===== src/rtl/ecc_scrub_controller.sv =====
// ECC scrubber: sweeps every memory word, rewrites single-bit-corrected codewords
// and counts corrected and uncorrectable words.

module one_hot_encoder #(
  parameter int in_bit_width  = 7,
  parameter int out_bit_width = 128
) (
  input  logic [in_bit_width-1:0]  in_i,
  output logic [out_bit_width-1:0] out_o
);

  function automatic logic [out_bit_width-1:0] decode_f(input logic [in_bit_width-1:0] sel);
    logic [out_bit_width-1:0] res;
    res = out_bit_width'(1'b1) << sel;
    return res;
  endfunction

  assign out_o = decode_f(in_i);

endmodule

module ecc_scrub_controller #(
  parameter int syn_width  = 7,
  parameter int cw_width   = 32'd1 << syn_width,
  parameter int addr_width = 10,
  parameter int cnt_width  = 16
) (
  input  logic                  clk,
  input  logic                  rst_n,
  input  logic                  start,
  output logic                  busy,
  output logic                  done,
  output logic                  mem_req,
  output logic                  mem_we,
  output logic [addr_width-1:0] mem_addr,
  output logic [cw_width-1:0]   mem_wdata,
  input  logic                  mem_gnt,
  input  logic                  mem_rvalid,
  input  logic [cw_width-1:0]   mem_rdata,
  input  logic [syn_width-1:0]  syn_in,
  input  logic                  ded_in,
  output logic [cnt_width-1:0]  corr_cnt,
  output logic [cnt_width-1:0]  unc_cnt,
  output logic [addr_width-1:0] unc_addr
);

  typedef enum logic [2:0] {
    IDLE    = 3'd0,
    RD_REQ  = 3'd1,
    RD_WAIT = 3'd2,
    WR_REQ  = 3'd3,
    NEXT    = 3'd4,
    DONE    = 3'd5
  } state_e;

  state_e                state_q, state_d;
  logic [addr_width-1:0] addr_q, addr_d;
  logic [cw_width-1:0]   wdata_q, wdata_d;
  logic [cnt_width-1:0]  corr_q, corr_d;
  logic [cnt_width-1:0]  unc_q, unc_d;
  logic [addr_width-1:0] unc_addr_q, unc_addr_d;
  logic                  busy_q, busy_d;
  logic                  done_q, done_d;
  logic                  req_q, req_d;
  logic                  we_q, we_d;
  logic [cw_width-1:0]   flip_mask;

  function automatic logic [cnt_width-1:0] sat_inc_f(input logic [cnt_width-1:0] v);
    if (v == {cnt_width{1'b1}}) begin
      return v;
    end else begin
      return v + cnt_width'(1'b1);
    end
  endfunction

  one_hot_encoder #(
    .in_bit_width (syn_width),
    .out_bit_width(cw_width)
  ) u_flip_mask (
    .in_i (syn_in),
    .out_o(flip_mask)
  );

  // Next-state, address, capture and counter update logic.
  always_comb begin
    state_d    = state_q;
    addr_d     = addr_q;
    wdata_d    = wdata_q;
    corr_d     = corr_q;
    unc_d      = unc_q;
    unc_addr_d = unc_addr_q;
    case (state_q)
      IDLE: begin
        if (start) begin
          state_d = RD_REQ;
          addr_d  = '0;
          corr_d  = '0;
          unc_d   = '0;
        end else begin
          state_d = IDLE;
        end
      end
      RD_REQ: begin
        if (mem_gnt) begin
          state_d = RD_WAIT;
        end else begin
          state_d = RD_REQ;
        end
      end
      RD_WAIT: begin
        if (mem_rvalid) begin
          // A double error overrides whatever the syndrome says.
          if (ded_in) begin
            unc_d      = sat_inc_f(unc_q);
            unc_addr_d = addr_q;
            state_d    = NEXT;
          end else if (syn_in != {syn_width{1'b0}}) begin
            corr_d  = sat_inc_f(corr_q);
            wdata_d = mem_rdata ^ flip_mask;
            state_d = WR_REQ;
          end else begin
            state_d = NEXT;
          end
        end else begin
          state_d = RD_WAIT;
        end
      end
      WR_REQ: begin
        if (mem_gnt) begin
          state_d = NEXT;
        end else begin
          state_d = WR_REQ;
        end
      end
      NEXT: begin
        if (addr_q == {addr_width{1'b1}}) begin
          state_d = DONE;
        end else begin
          addr_d  = addr_q + addr_width'(1'b1);
          state_d = RD_REQ;
        end
      end
      DONE: begin
        state_d = IDLE;
      end
      default: begin
        state_d = IDLE;
      end
    endcase
  end

  // Output flags decoded from the upcoming state so they leave flops.
  always_comb begin
    busy_d = (state_d == RD_REQ) || (state_d == RD_WAIT) ||
             (state_d == WR_REQ) || (state_d == NEXT);
    done_d = (state_d == DONE);
    req_d  = (state_d == RD_REQ) || (state_d == WR_REQ);
    we_d   = (state_d == WR_REQ);
  end

  // State and datapath registers.
  always_ff @(posedge clk or negedge rst_n) begin
    if (!rst_n) begin
      state_q    <= IDLE;
      addr_q     <= '0;
      wdata_q    <= '0;
      corr_q     <= '0;
      unc_q      <= '0;
      unc_addr_q <= '0;
      busy_q     <= 1'b0;
      done_q     <= 1'b0;
      req_q      <= 1'b0;
      we_q       <= 1'b0;
    end else begin
      state_q    <= state_d;
      addr_q     <= addr_d;
      wdata_q    <= wdata_d;
      corr_q     <= corr_d;
      unc_q      <= unc_d;
      unc_addr_q <= unc_addr_d;
      busy_q     <= busy_d;
      done_q     <= done_d;
      req_q      <= req_d;
      we_q       <= we_d;
    end
  end

  assign busy      = busy_q;
  assign done      = done_q;
  assign mem_req   = req_q;
  assign mem_we    = we_q;
  assign mem_addr  = addr_q;
  assign mem_wdata = wdata_q;
  assign corr_cnt  = corr_q;
  assign unc_cnt   = unc_q;
  assign unc_addr  = unc_addr_q;

endmodule


===== config.mk =====
export PLATFORM = sky130hd
export DESIGN_NAME = ecc_scrub_controller
export DESIGN_NICKNAME = d
export VERILOG_FILES = /design/src/rtl/ecc_scrub_controller.sv
export SDC_FILE = /design/constraint.sdc
export NUM_CORES = 1
export LEC_CHECK = 0
export CAP_MARGIN = 20
export CELL_PAD_IN_SITES_DETAIL_PLACEMENT = 1
export CELL_PAD_IN_SITES_GLOBAL_PLACEMENT = 2
export CORE_MARGIN = 2
export CORE_UTILIZATION = 25
export CTS_BUF_LIST = sky130_fd_sc_hd__clkbuf_2 sky130_fd_sc_hd__clkbuf_4 sky130_fd_sc_hd__clkbuf_8
export CTS_CLUSTER_SIZE = 28
export DETAILED_ROUTE_END_ITERATION = 12
export PLACE_DENSITY_LB_ADDON = 0.1
export RECOVER_POWER = 50
export REMOVE_ABC_BUFFERS = 1
export SYNTH_ARGS = -nofsm -noshare
export SYNTH_HDL_FRONTEND = slang
export SYNTH_HIERARCHICAL = 1
export SYNTH_SLANG_ARGS = --single-unit

===== constraint.sdc =====
create_clock -name clk -period 2.1 [get_ports clk]
set_input_delay 0.63 -clock clk [delete_from_list [all_inputs] [get_ports clk]]
set_output_delay 0.63 -clock clk [all_outputs]
set_load 0.1 [all_outputs]

* Word-level counts from Yosys, hierarchy flattened
Cells that the tools add are included.
** Storage, ports and cells
- Bits in registers :: 187
- Word-level logic and storage cells :: 70
- Output and inout bits :: 184
- Input port bits :: 141
** Cells by class
- Add/subtract/negate cells :: 3
- Shift-type cells :: 1
- Muxes and demuxes :: 21
- Bitwise logic cells :: 2
- Reduce and logical (&&, ||, !) cells :: 13
- Equality and inequality tests :: 20
** Operator list (count)
- 2-to-1 mux 16 bit :: 8
- << shifter 1 x 7 -> 128 bit, first input constant :: 1
- bitwise XOR 128 bit :: 1
- one-hot mux 16 bit (2 select lines) :: 2
- adder 16 x 1 -> 16 bit, second input constant :: 2
- equality test 16 bit, second input constant :: 2
- 2-to-1 mux 10 bit :: 2
- one-hot mux 10 bit (2 select lines) :: 1
- inequality test 2 bit, second input constant :: 8
- 2-to-1 mux 3 bit :: 5
- one-hot mux 3 bit (5 select lines) :: 1
- equality test 3 x 2 -> 1 bit, second input constant :: 4
- adder 10 x 1 -> 10 bit, second input constant :: 1
- equality test 10 bit, second input constant :: 1
- equality test 3 bit, second input constant :: 3
- nonzero test 7 bit :: 1
- equality test 3 x 1 -> 1 bit, second input constant :: 2
- AND reduction 3 bit :: 2
- AND reduction 6 bit :: 1
- AND reduction 5 bit :: 1
- logical OR 1 bit :: 4
- AND reduction 4 bit :: 1
- nonzero test 2 bit :: 2
- zero test 3 bit :: 1
- 3 further kinds :: 3

* Longest topological paths before layout
- Depth after elaboration :: 9
- Gate-level depth with buffers :: 8
- Gate-level depth less buffers :: 6

* Cells and area by module
Netlist, hierarchy kept.
** Modules (own cells, without submodules)
- ecc_scrub_controller :: cells each 841, area each 8541.9 µm², times used 1, seq. area each 4679.5 µm²
- one_hot_encoder :: cells each 197, area each 1073.5 µm², times used 1, seq. area each 0.0 µm²

* Worst setup path before layout
No wires, ideal clock.
- Path kind :: flip-flop to flip-flop
- Start :: register corr_q[0] (netlist: corr_cnt[0])
- End :: register corr_q[0] (netlist: corr_cnt[0])
- Arrival time :: 2.832 ns
- Setup slack :: -0.852 ns
- Period minus slack after synthesis :: 2.952 ns
- Cell stages (with the launch flop) :: 9
- Data required time :: 1.980 ns
- Buffers on the path :: 2
- Library setup time :: 0.120 ns
- Cells stage by stage :: dfrtp_1 -> ha_1 -> nand4_1 -> or4_1 -> buf_6 -> a31oi_4 -> buf_6 -> nor3b_1 -> a21o_1
** Between the ends
- Cells in the longest elaborated chain, start to end :: 6
- Elaborated cells on any way between the ends :: 9
- Those cells by class :: add/sub (1); eq/ne (2); mux (5); reduce/logical (1)
** RTL lines
- start, declared :: RTL line 59 : logic [cnt_width-1:0] corr_q, corr_d;
- start signal, assigned :: RTL line 178 : corr_q <= corr_d;
- adder 16 x 1 -> 16 bit :: RTL line 72 : return v + cnt_width'(1'b1);
- 2-to-1 mux 16 bit :: RTL line 69 : if (v == {cnt_width{1'b1}}) begin
- 2-to-1 mux 16 bit :: RTL line 117 : end else if (syn_in != {syn_width{1'b0}}) begin
- 2-to-1 mux 16 bit :: RTL line 113 : if (ded_in) begin
- 2-to-1 mux 16 bit :: RTL line 111 : if (mem_rvalid) begin
- one-hot mux 16 bit (2 select lines) :: RTL line 92 : case (state_q)
Several ways; a longest one is shown, not always the timed one. The select of a mux whose other input is x is not followed.
A chain may end at the register's enable or synchronous reset.

* Worst setup path in the final report
- Start :: input syn_in[6]
- End :: register corr_q[7] (netlist: corr_cnt[7])
** Between the ends
- Cells in the longest elaborated chain, start to end :: 3
** RTL lines
- start, declared :: RTL line 40 : input logic [syn_width-1:0] syn_in,
- nonzero test 7 bit :: RTL line 117
- inequality test 2 bit (no source line)
- AND reduction 6 bit (no source line)
No other way between the ends.

==> impl_metrics.tcl <==
set metrics [dict create \
    antenna_found_initial 3 \
    root_buffer "clkbuf_8" \
    worstSkewPairLatency_ns 0.49 \
    yosysWarnings 6 \
    drt-pass1-iter-count 4 \
    final_common_cell "nor2_1" \
    hold_path.class "reg -> reg" \
    ys_types 55 \
    worst_slew_pin_slew_ns 1.68 \
    critPathLaunchType "input port" \
    crit_path_max_fanout 9 \
    clockBufferDepth 2 \
    synthCells 1038 \
    worstHoldStart "unc_addr[7]" \
    rsz0062_at_grt "true" \
    crit_type "in -> reg" \
    min_to "unc_addr[7]" \
    synth-simple-area-share_pct 22.2 \
    synth_compound_area_share_pct 10.4 \
    path_cells "dlygate4sd2_1 > nor4_2 > buf_4 > a21oi_4 > buf_6 > a31oi_4 > buf_12 > or4_2 > a21oi_2" \
    hpwl_mm 28.8 \
    start_util_pct 25.5 \
    grt_pass1_wl_mm 60.0 \
    viasPerCell 4.55 \
    fin_ws_ns -0.00271 \
    drive_gt1_share_pct 25.9 \
    core_um2 37800 \
    cpMaxStageDelayCell "or4_2" \
    routed_wl_mm 38.8 \
    power_density_nw_per_um2 1670 \
    final_nets 1564 \
    drtIter0Drc 322 \
    fin_area_um2 15100 \
    post-route-util_pct 40.1 \
    hold_viol 0 \
    synth_top_area_share_pct 48.7 \
    slew_headroom_pct -12.0 \
    setup_tns_ns -0.00271 \
    skew_ns 0.0146 \
    multiInputGateArea_um2 4620 \
    final_cell_mix "nor2_1 (283), dfrtp_1 (187), xnor2_1 (138), a21oi_1 (137), clkdlybuf4s50_1 (131)" \
    ys_ff_latch 187 \
    place_ws_ns -1.03 \
    status "finished with violations" \
    fin_crit_sh_pct 100 \
    yosysSeqAreaShare_pct 48.7 \
    cts_inserted_buffers 17 \
    clkTransAtPathRegs_ns 0.10 \
    cp.required_ns 2.52 \
    async_flop_share_pct 100 \
    syn2layout_area_growth_pct 57.5 \
    grt.total_usage_pct 19.5 \
    violations "max-capacitance violations, max-slew violations, negative setup slack" \
    fp.dieW_um 200 \
    post_synth_fa_ha_maj_area_fraction_pct 0.390 \
    end_kind "flop" \
    h-tree-depth 4 \
    irDropWorstVdd_uv 727 \
    fill_cells 4254 \
    grt_pass1_vias 9422 \
    min_path_cells 2 \
    placed_cell_area_um2 15900 \
    synth_top_family_by_area "simple AND/OR/NAND/NOR gates" \
    r2r.worst_path.cells 5 \
    regArea_um2 4680 \
    synth_largest_area_cell "dfrtp_1" \
    fin_crit_ns 2.10 \
    crit_path_max_incr_delay_ns 0.62 \
    final_cells 1946 \
    cts.sinks 187 \
    ant_nets 0 \
    max_cap_viol_count 1 \
    cts_tree "yes" \
    drcViolationCount 0 \
    vias 8851 \
    synth_mux_area_share_pct 1.28 \
    r2r_end "corr_cnt[7]" \
    die_h_um 200 \
    synthTopCellsByArea "dfrtp_1 (49%), xnor2_1 (13%), nor2_1 (11%), a21oi_1 (7.3%), buf_2 (1.6%)" \
    power.leakage_nw 6.07 \
    synthFlopType "dfrtp_1" \
    grt_overflow_total 0 \
    syn_area_um2 9620 \
    fmax_ghz 0.476 \
    die-area_um2 40000 \
    reg2reg_slack_ns 0.11 \
    synth-edff-count 0 \
    arrival_ns 2.52 \
    finalMaxSlewViolations 48 \
    dp.cells 1905 \
    rr_startpoint "state_q[2]" \
    routedWlPerCell_um 19.9 \
    finalSetupViolCount 1 \
    num_rows 71 \
    syn_avg_cell_area_um2 9.26 \
    io_pins 325 \
    grt_max_degree 83 \
    gp_congestion 0.748 \
    portBuffers 324 \
    synth-xor-area-share_pct 13.1 \
]
[logic make-up after synthesis]
group	count (synthesis)
AO/OA/AOI/OAI	181
XOR/XNOR	144
adder cells (fa/ha/maj)	3
buffers and inverters	74
flip-flops	187
multiplexers	11
AND/OR/NAND/NOR	438
[routing by layer]
layer  track usage [%]  wire, µm
met1              25.9     17800
met2              32.4     18700
met3              5.19      2050
met4              3.41       254
met5                 0        16
[worst max-delay path: cells and delay by family]
| kind | cells | cell delay (ns) |
|---|---|---|
| simple gates | 2 | 0.69 |
| buf+inv | 4 | 0.73 |
| compound gates | 3 | 0.46 |
[Yosys cell counts (7+ instances only)]
cell       count
a21oi_1      140
buf_2         31
buf_6          8
clkbuf_1      22
dfrtp_1      187
inv_1          8
mux2_2        10
nand2_1       27
nand3_1       22
nand4_1       17
nand4bb_1     12
nor2_1       284
nor3_1        12
o21ai_0       10
o31ai_1        8
or4_2          7
or4b_4         7
xnor2_1      138
[power by group]
part	internal (W)	switching, W	total [W]
sequential	0.00496	0.00112	0.00608
clock	0.00116	0.00139	0.00255
combinational	0.00416	0.0125	0.0167
total	0.0103	0.0151	0.0253
[cell type report]
class	instances	area share, %
Sequential cell	187	30.9
Timing Repair Buffer	429	31.5
Tap cell	511	4.22
Antenna cell	2	0.0330
Inverter	8	0.198
Clock inverter	11	0.785
Multi-Input combinational cell	777	30.5
Clock buffer	21	1.87
[state kept, by name, summed over array words and instances (netlist names)]
register   cells
busy           1
unc_cnt       16
mem_req        1
mem_wdata    128
state_q        3
corr_cnt      16
mem_addr      10
unc_addr      10
mem_we         1
done           1
[how the worst max path moves through the flow]
stage	start	to	slack, ns	cells after the start
floorplan	syn_in[1]	mem_we	-4.15	5
global placement	syn_in[4]	corr_cnt[15]	-1.06	9
detailed placement	syn_in[4]	corr_cnt[15]	-1.03	9
CTS	state_q[1]	corr_cnt[7]	0.02	6
global route	corr_cnt[0]	corr_cnt[4]	-0.02	9
finish	syn_in[6]	corr_cnt[7]	-0.003	9
[through the flow]
stage	power [W]	hold slack [ns]
floorplan	0.0175	0.334
global placement	0.0256	0.540
detailed placement	0.0258	0.550
CTS	0.0285	0.102
global route	0.0264	0.521
finish	0.0253	0.497
[repair_timing]
action,4_1_cts,5_1_grt
endpoints found under the setup margin,149,12
hold buffers,0,0
buffers inserted,4,3
pin swaps,4,0
gates cloned,0,0
resized for setup,21,7
Note: power is estimated with default switching activity, not from simulation.
